**config.mk**
```make
export PLATFORM = sky130hd
export DESIGN_NAME = wor_bus_arbiter_flat
export DESIGN_NICKNAME = d
export VERILOG_FILES = /design/src/rtl/wor_bus_arbiter_pkg.sv /design/src/rtl/wor_bus_arbiter_if.sv /design/src/rtl/wor_bus_arbiter_rr_pick.sv /design/src/rtl/wor_bus_arbiter.sv /design/src/flat_wrapper.sv
export SDC_FILE = /design/constraint.sdc
export NUM_CORES = 1
export LEC_CHECK = 0
export CORE_MARGIN = 2
export CORE_UTILIZATION = 42
export CTS_CLUSTER_SIZE = 8
export DETAILED_ROUTE_END_ITERATION = 16
export GPL_TIMING_DRIVEN = 0
export PLACE_DENSITY = 0.86
export SYNTH_ARGS = -nofsm -noshare
export SYNTH_HDL_FRONTEND = slang
export SYNTH_HIERARCHICAL = 1
export SYNTH_SLANG_ARGS = --single-unit
```
**constraint.sdc**
```tcl
create_clock -name clk -period 6.35 [get_ports clk]
set_clock_uncertainty 0.15 [all_clocks]
set_input_delay 0.9525 -clock clk [delete_from_list [all_inputs] [get_ports clk]]
set_output_delay 0.9525 -clock clk [all_outputs]
set_load 0.01 [all_outputs]
```
**src/rtl/wor_bus_arbiter_pkg.sv**
```systemverilog
// wor_arb_pkg: shared types and constants for the wired-OR bus arbiter.
// Latency: n/a (declarations only).
// Backpressure: n/a.
package wor_arb_pkg;

  // Arbiter FSM states
  typedef enum logic [1:0] {
    IDLE = 2'd0,
    BUSY = 2'd1,
    TURN = 2'd2
  } arb_state_t;

  // Idle cycles inserted between two owners
  localparam int TURN_CYCLES = 1;

  // Ceiling log2, never less than 1 so it can size a vector
  function automatic int clog2(input int v);
    int r;
    r = 0;
    while ((1 << r) < v) r++;
    return (r == 0) ? 1 : r;
  endfunction

endpackage

```
**src/rtl/wor_bus_arbiter_if.sv**
```systemverilog
// wor_bus_arbiter_if: request/grant/data bundle between requesters and the arbiter.
// Latency: n/a (wires only).
// Backpressure: n/a; optional WOR_CONTENTION_CHECK_EN adds bus_in and contention.
interface wor_bus_arbiter_if #(
  parameter int N_REQ = 4,
  parameter int DW    = 8
);
  logic [N_REQ-1:0]    req;
  logic [N_REQ-1:0]    done;
  logic [N_REQ*DW-1:0] wr_data;
  logic [N_REQ-1:0]    gnt;
  logic [N_REQ*DW-1:0] drv_data;
  logic                bus_busy;
  logic                timeout;
`ifdef WOR_CONTENTION_CHECK_EN
  logic [DW-1:0]       bus_in;
  logic                contention;

  modport master (
    input  req, done, wr_data, bus_in,
    output gnt, drv_data, bus_busy, timeout, contention
  );

  modport slave (
    output req, done, wr_data, bus_in,
    input  gnt, drv_data, bus_busy, timeout, contention
  );
`else
  modport master (
    input  req, done, wr_data,
    output gnt, drv_data, bus_busy, timeout
  );

  modport slave (
    output req, done, wr_data,
    input  gnt, drv_data, bus_busy, timeout
  );
`endif
endinterface

```
**src/rtl/wor_bus_arbiter_rr_pick.sv**
```systemverilog
// rr_pick: round-robin winner search starting at rr_ptr and wrapping at N_REQ-1.
// Latency: combinational.
// Backpressure: none.
module rr_pick #(
  parameter int N_REQ = 4,
  parameter int PW    = 2
) (
  input  logic [N_REQ-1:0] req_i,
  input  logic [PW-1:0]    rr_ptr_i,
  output logic [N_REQ-1:0] win_oh_o,
  output logic [PW-1:0]    win_idx_o
);

  // Scan upward from rr_ptr and take the first asserted request
  always_comb begin
    logic          found;
    logic [PW-1:0] idx;
    win_oh_o  = '0;
    win_idx_o = '0;
    found     = 1'b0;
    idx       = '0;
    for (int k = 0; k < N_REQ; k++) begin
      idx = PW'((int'(rr_ptr_i) + k) % N_REQ);
      if (!found && req_i[idx]) begin
        found          = 1'b1;
        win_oh_o[idx]  = 1'b1;
        win_idx_o      = idx;
      end
    end
  end

endmodule

```
**src/rtl/wor_bus_arbiter.sv**
```systemverilog
// wor_bus_arbiter: round-robin grant of N_REQ requesters onto a wired-OR bus, non-owner lanes forced to 0.
// Latency: grant 1 clk after request from idle; one all-zero turnaround cycle between owners.
// Backpressure: none; owner holds via level req, releases via done, req drop or HOLD_MAX timeout.
// Optional feature macro: WOR_CONTENTION_CHECK_EN (bus_in input, sticky contention output).
module wor_bus_arbiter
  import wor_arb_pkg::*;
#(
  parameter int N_REQ    = 4,
  parameter int DW       = 8,
  parameter int HOLD_MAX = 16
) (
  input  logic            clk,
  input  logic            rst_n,
  wor_bus_arbiter_if.master bus
);

  localparam int            PW        = clog2(N_REQ);
  localparam int            HW        = clog2(HOLD_MAX);
  localparam logic [HW-1:0] HOLD_LAST = HW'(HOLD_MAX - 1);
  localparam logic [PW-1:0] PTR_LAST  = PW'(N_REQ - 1);

  arb_state_t          state_q;
  logic [N_REQ-1:0]    gnt_q;
  logic [PW-1:0]       owner_q;
  logic [PW-1:0]       rr_ptr_q;
  logic [HW-1:0]       hold_cnt_q;
  logic                timeout_q;

  logic [N_REQ-1:0]    win_oh;
  logic [PW-1:0]       win_idx;
  logic                owner_release;
  logic [PW-1:0]       rr_ptr_d;
  logic [HW-1:0]       hold_cnt_d;
  logic [N_REQ*DW-1:0] drv_dat;

  rr_pick #(
    .N_REQ (N_REQ),
    .PW    (PW)
  ) u_rr_pick (
    .req_i     (bus.req),
    .rr_ptr_i  (rr_ptr_q),
    .win_oh_o  (win_oh),
    .win_idx_o (win_idx)
  );

  // Only the owner's done/req matter; the hold limit forces release on the last allowed cycle
  assign owner_release = bus.done[owner_q] | ~bus.req[owner_q] | (hold_cnt_q == HOLD_LAST);
  assign rr_ptr_d      = (owner_q == PTR_LAST) ? '0 : owner_q + PW'(1);
  assign hold_cnt_d    = hold_cnt_q + HW'(1);

  // Arbitration FSM; timeout is registered one cycle early so it lines up with the last BUSY cycle
  always_ff @(posedge clk or negedge rst_n) begin
    if (!rst_n) begin
      state_q    <= IDLE;
      gnt_q      <= '0;
      owner_q    <= '0;
      rr_ptr_q   <= '0;
      hold_cnt_q <= '0;
      timeout_q  <= 1'b0;
    end else begin
      timeout_q <= 1'b0;
      unique case (state_q)
        IDLE, TURN: begin
          // TURN always lasts TURN_CYCLES (one) cycle: gnt is already 0 here
          if (|bus.req) begin
            state_q    <= BUSY;
            gnt_q      <= win_oh;
            owner_q    <= win_idx;
            hold_cnt_q <= '0;
          end else begin
            state_q <= IDLE;
          end
        end
        BUSY: begin
          if (owner_release) begin
            state_q    <= TURN;
            gnt_q      <= '0;
            rr_ptr_q   <= rr_ptr_d;
            hold_cnt_q <= '0;
          end else begin
            hold_cnt_q <= hold_cnt_d;
            timeout_q  <= (hold_cnt_d == HOLD_LAST);
          end
        end
        default: begin
          state_q <= IDLE;
          gnt_q   <= '0;
        end
      endcase
    end
  end

  // Lane gating: non-owner lanes are zero so the wired-OR equals the owner's data
  for (genvar i = 0; i < N_REQ; i++) begin : g_lane
    assign drv_dat[i*DW +: DW] = gnt_q[i] ? bus.wr_data[i*DW +: DW] : '0;
  end

  assign bus.drv_data = drv_dat;
  assign bus.gnt      = gnt_q;
  assign bus.bus_busy = |gnt_q;
  assign bus.timeout  = timeout_q;

`ifdef WOR_CONTENTION_CHECK_EN
  logic [DW-1:0] owner_lane;
  logic          contention_q;

  // OR of the gated lanes is the owner's data when busy and zero when idle
  always_comb begin
    owner_lane = '0;
    for (int i = 0; i < N_REQ; i++) owner_lane = owner_lane | drv_dat[i*DW +: DW];
  end

  // Sticky flag: resolved net differs from what we drive (covers rogue drivers while idle)
  always_ff @(posedge clk or negedge rst_n) begin
    if (!rst_n) contention_q <= 1'b0;
    else if (bus.bus_in != owner_lane) contention_q <= 1'b1;
  end

  assign bus.contention = contention_q;
`endif

endmodule
```
**src/flat_wrapper.sv**
```systemverilog
// flat-port wrapper written by rule: the top's interface ports become plain ports
module wor_bus_arbiter_flat import wor_arb_pkg::*;
#(
  parameter int N_REQ    = 4,
  parameter int DW       = 8,
  parameter int HOLD_MAX = 16
)
  (clk, rst_n, bus_req, bus_done, bus_wr_data, bus_gnt, bus_drv_data, bus_bus_busy, bus_timeout);
  wor_bus_arbiter_if #(.N_REQ(N_REQ), .DW(DW)) bus_i ();
  input  logic clk;
  input  logic rst_n;
  input wire logic [$bits(bus_i.req)-1:0] bus_req;
  input wire logic [$bits(bus_i.done)-1:0] bus_done;
  input wire logic [$bits(bus_i.wr_data)-1:0] bus_wr_data;
  output wire logic [$bits(bus_i.gnt)-1:0] bus_gnt;
  output wire logic [$bits(bus_i.drv_data)-1:0] bus_drv_data;
  output wire logic [$bits(bus_i.bus_busy)-1:0] bus_bus_busy;
  output wire logic [$bits(bus_i.timeout)-1:0] bus_timeout;
  assign bus_i.req = bus_req;
  assign bus_i.done = bus_done;
  assign bus_i.wr_data = bus_wr_data;
  assign bus_gnt = bus_i.gnt;
  assign bus_drv_data = bus_i.drv_data;
  assign bus_bus_busy = bus_i.bus_busy;
  assign bus_timeout = bus_i.timeout;
  wor_bus_arbiter #(.N_REQ(N_REQ), .DW(DW), .HOLD_MAX(HOLD_MAX)) u_core (.clk(clk), .rst_n(rst_n), .bus(bus_i));
endmodule
```
==> summary.txt <==
Status
  • Status: completed

Floorplan
  • Row count: 21
  • Boundary pin count: 80
  • Chip Width: 63.3 um
  • Die Area: roughly 4000 sq um
  • Die H: between 60 and 70 um
  • Placeable Area: between 3000 and 4000 sq um
  • Initial Util: roughly 44%

Yosys
  • Seq cells post-synth: 15
  • Largest family of logic cells by synthesized area: simple AND/OR/NAND/NOR gates
  • XOR/XNOR Fraction of Synth Area: less than 1%
  • Mux contribution to synthesized area: about a tenth
  • Yosys top cell area share: 25.4%
  • Yosys cell types: 48
  • Mapped Nets: 213
  • Ys Warns: 6
  • Simple-gate area share of the yosys netlist: 32.5%
  • Synth Area in Compound Gates: 20.1%
  • Post-Synth Adder-Cell Area: between 6 and 7%
  • Synth top area cells: dfrtp_1 (25%), and2_1 (14%), ha_1 (6.8%), mux4_2 (4.6%), nand2_1 (4.1%)
  • Number of synthesized flops with an enable pin: 0
  • Avg Inst Size Synth: a little over 9 sq um
  • Seq/Total Area, Yosys: ~25%
  • Cells after Synth: about 160
  • Cell taking the most area after synthesis: dfrtp_1
  • Netlist Area Pre-Place: ~1500 sq um
  • Prevailing post-synth register cell: dfrtp_1
  • Asr flop ratio synth: 100%

Placed design
  • Global placer's final weighted congestion: about 0.82
  • Post-DP HPWL: 3210 um
  • Post-placement cell count: 288
  • PortBufs: 79
  • DP Area: about 2300 sq um

Setup path
  • Setup crit end kind: output port
  • Worst Path Class, Setup: input port to output port
  • Worst EP arrival: ~2.1 ns
  • Startpoint Class: input port
  • Critical Path Max Stage Delay: approximately 0.54 ns
  • Critical-path cell list: clkdlybuf4s50_1 > and2_1 > clkdlybuf4s50_1
  • Max FO, Critical Path: 1
  • Slowest CP cell: clkdlybuf4s50_1
  • Most common cell on crit path: clkdlybuf4s50_1
  • Critical Path RT: about 5.3 ns

Cells and area
  • Fillers: 279
  • Share of layout cells above drive strength 1: a little over an eighth
  • Finished Layout Cells: just under 300
  • N_diodes: 0
  • Leading cell types in the layout, fill and taps excluded: clkdlybuf4s50_1 (79), and2_1 (32), nand2_1 (16), dfrtp_1 (15)
  • P&R area growth vs syn: 59.3%
  • Commonest non-fill, non-tap cell in the layout: clkdlybuf4s50_1
  • Fin area: 2350 sq um
  • Nets: just under 300

Routing
  • Vias: approximately 1500
  • DRC viols: 0
  • DRT Wirelength: 3960 um
  • Vias per cell: approximately 5.3
  • Initial DRC count: 42
  • Post-DR wirelength/cell: 13.6 um
  • DR pass1 iterations: 4
  • Antenna viol nets, final: 0

Clock tree
  • Clk sinks: 15
  • Root buffer cell: clkbuf_4
  • CTS H-tree lvls: 1
  • Post CTS Setup Buffer Count: 0
  • Worst-path clk slew: about 0.08 ns
  • CTS tree: done
  • Post-CTS resize count: 0
  • TritonCTS buffer count: 3
  • Worst-Skew Late Latency: between 0.2 and 0.3 ns
  • CTS Hold Bufs: 0
  • Longest Clk Path Bufs: 2

Timing
  • Max_slew headroom: between 50% and 60%
  • Unrepaired setup endpoints after global routing: no
  • Slew @ Worst Pin: approximately 0.65 ns
  • Final Max Tran Viols: 0
  • # setup viols final: 0
  • Max Clock Freq: ~0.32 GHz
  • Crit share post-route: 49.8%
  • Setup TNS: 0 ns
  • Fin crit period: between 3 and 4 ns
  • Final hold viol count: 0

GRT
  • First-pass GRT wire length: 6680 um
  • Number of global-route vias before repair: 1449
  • Initial antenna violation count: 0
  • GRT Overall Usage: 20.4%
  • Total congestion overflow: 0
  • Largest net degree at the start of global routing: 16

Worst hold path
  • Worst hold-check path type: flip-flop to flip-flop

Power and ir drop
  • VDD IR max: about 0.20 mV
  • Leakage: 0.963 nW
  • Pwr/cell area: roughly 310 nW/um^2

Job
  • Max-cap violations: 0
final timing paths:
kind / from / end / slack (ns) / cells past startpoint
hold reg to reg: u_core/state_q[0] / u_core/state_q[0] / 0.38 / 1
hold / removal: u_core/state_q[0] / u_core/state_q[0] / 0.38 / 1
min in group asynchronous: rst_n / u_core/hold_cnt_q[1] / 0.92 / 1
setup / recovery: bus_wr_data[11] / bus_drv_data[11] / 3.19 / 3
setup reg to reg: u_core/rr_ptr_q[0] / u_core/owner_q[1] / 3.52 / 9
max in group asynchronous: rst_n / u_core/bus.gnt[2] / 4.72 / 1
sequential cells by signal (all words and copies together), names as in the netlist:
name and count:
u_core/bus.gnt 4, u_core/bus.timeout 1, u_core/hold_cnt_q 4, u_core/owner_q 2, u_core/rr_ptr_q 2, u_core/state_q 2
routing by layer:
| metal | vias up | share of wire [%] | track usage (%) |
|---|---|---|---|
| li1 | 750 | - | - |
| met1 | 716 | 43 | 25.4 |
| met2 | 76 | 47 | 35.0 |
| met3 | 6 | 7.9 | 4.64 |
| met4 | 0 | 1.5 | 6.52 |
| met5 | - | 0 | 0 |
where the power goes:
| part | internal [mW] | switching (mW) |
|---|---|---|
| clock network | 0.0244 | 0.0288 |
| logic | 0.276 | 0.238 |
| registers | 0.125 | 0.0465 |
stage by stage:
stage	hold WS, ns	utilization, %	total power, mW	setup WS [ns]
4_1_cts	0.382	69.9	0.738	3.18
6_report	0.376	69.9	0.738	3.19
3_5_place_dp	0.371	69.1	0.685	3.09
2_1_floorplan	0.323	-	0.519	3.75
5_1_grt	0.408	69.9	0.794	3.12
3_3_place_gp	0.353	69.1	0.666	3.14
synthesized netlist by cell type (2+ instances only):
| library cell | n |
|---|---|
| mux2_2 | 3 |
| o21ai_0 | 8 |
| nor3b_1 | 2 |
| nand2_1 | 16 |
| buf_2 | 3 |
| nand3_1 | 2 |
| a22o_1 | 5 |
| inv_1 | 6 |
| a31oi_1 | 3 |
| o21ai_1 | 3 |
| and3b_1 | 2 |
| nor2_1 | 6 |
| a221o_2 | 4 |
| mux2i_1 | 2 |
| nor2b_1 | 3 |
| nand2b_1 | 6 |
| mux4_2 | 3 |
| mux2_4 | 2 |
| ha_1 | 8 |
| dfrtp_1 | 15 |
| clkbuf_2 | 3 |
| and2_1 | 32 |
cell type report:
type | count | area, sq um | share of cell area (%)
buffer | 7 | 41.3 | 1.76
clock buffer | 4 | 26.3 | 1.12
inverter | 6 | 22.5 | 0.958
multi-input combinational | 135 | 1040 | 44.1
sequential | 15 | 375 | 16.0
tap | 46 | 57.6 | 2.45
timing repair buffer | 79 | 791 | 33.7
worst max-delay path, delay by kind of cell:
family,cells,cell delay [ns]
AND/OR/NAND/NOR,1,0.12
buffers and inverters,2,1.00
logic make-up (layout without fill, tap and decap cells):
| kind of cell | Yosys count | in the layout |
|---|---|---|
| xor+xnor | 1 | 1 |
| compound gates | 36 | 36 |
| flops | 15 | 15 |
| fa+ha+maj | 8 | 8 |
| simple gates | 80 | 80 |
| buf+inv | 13 | 96 |
| mux | 10 | 10 |
No activity file was read; power rests on OpenSTA's default activity.
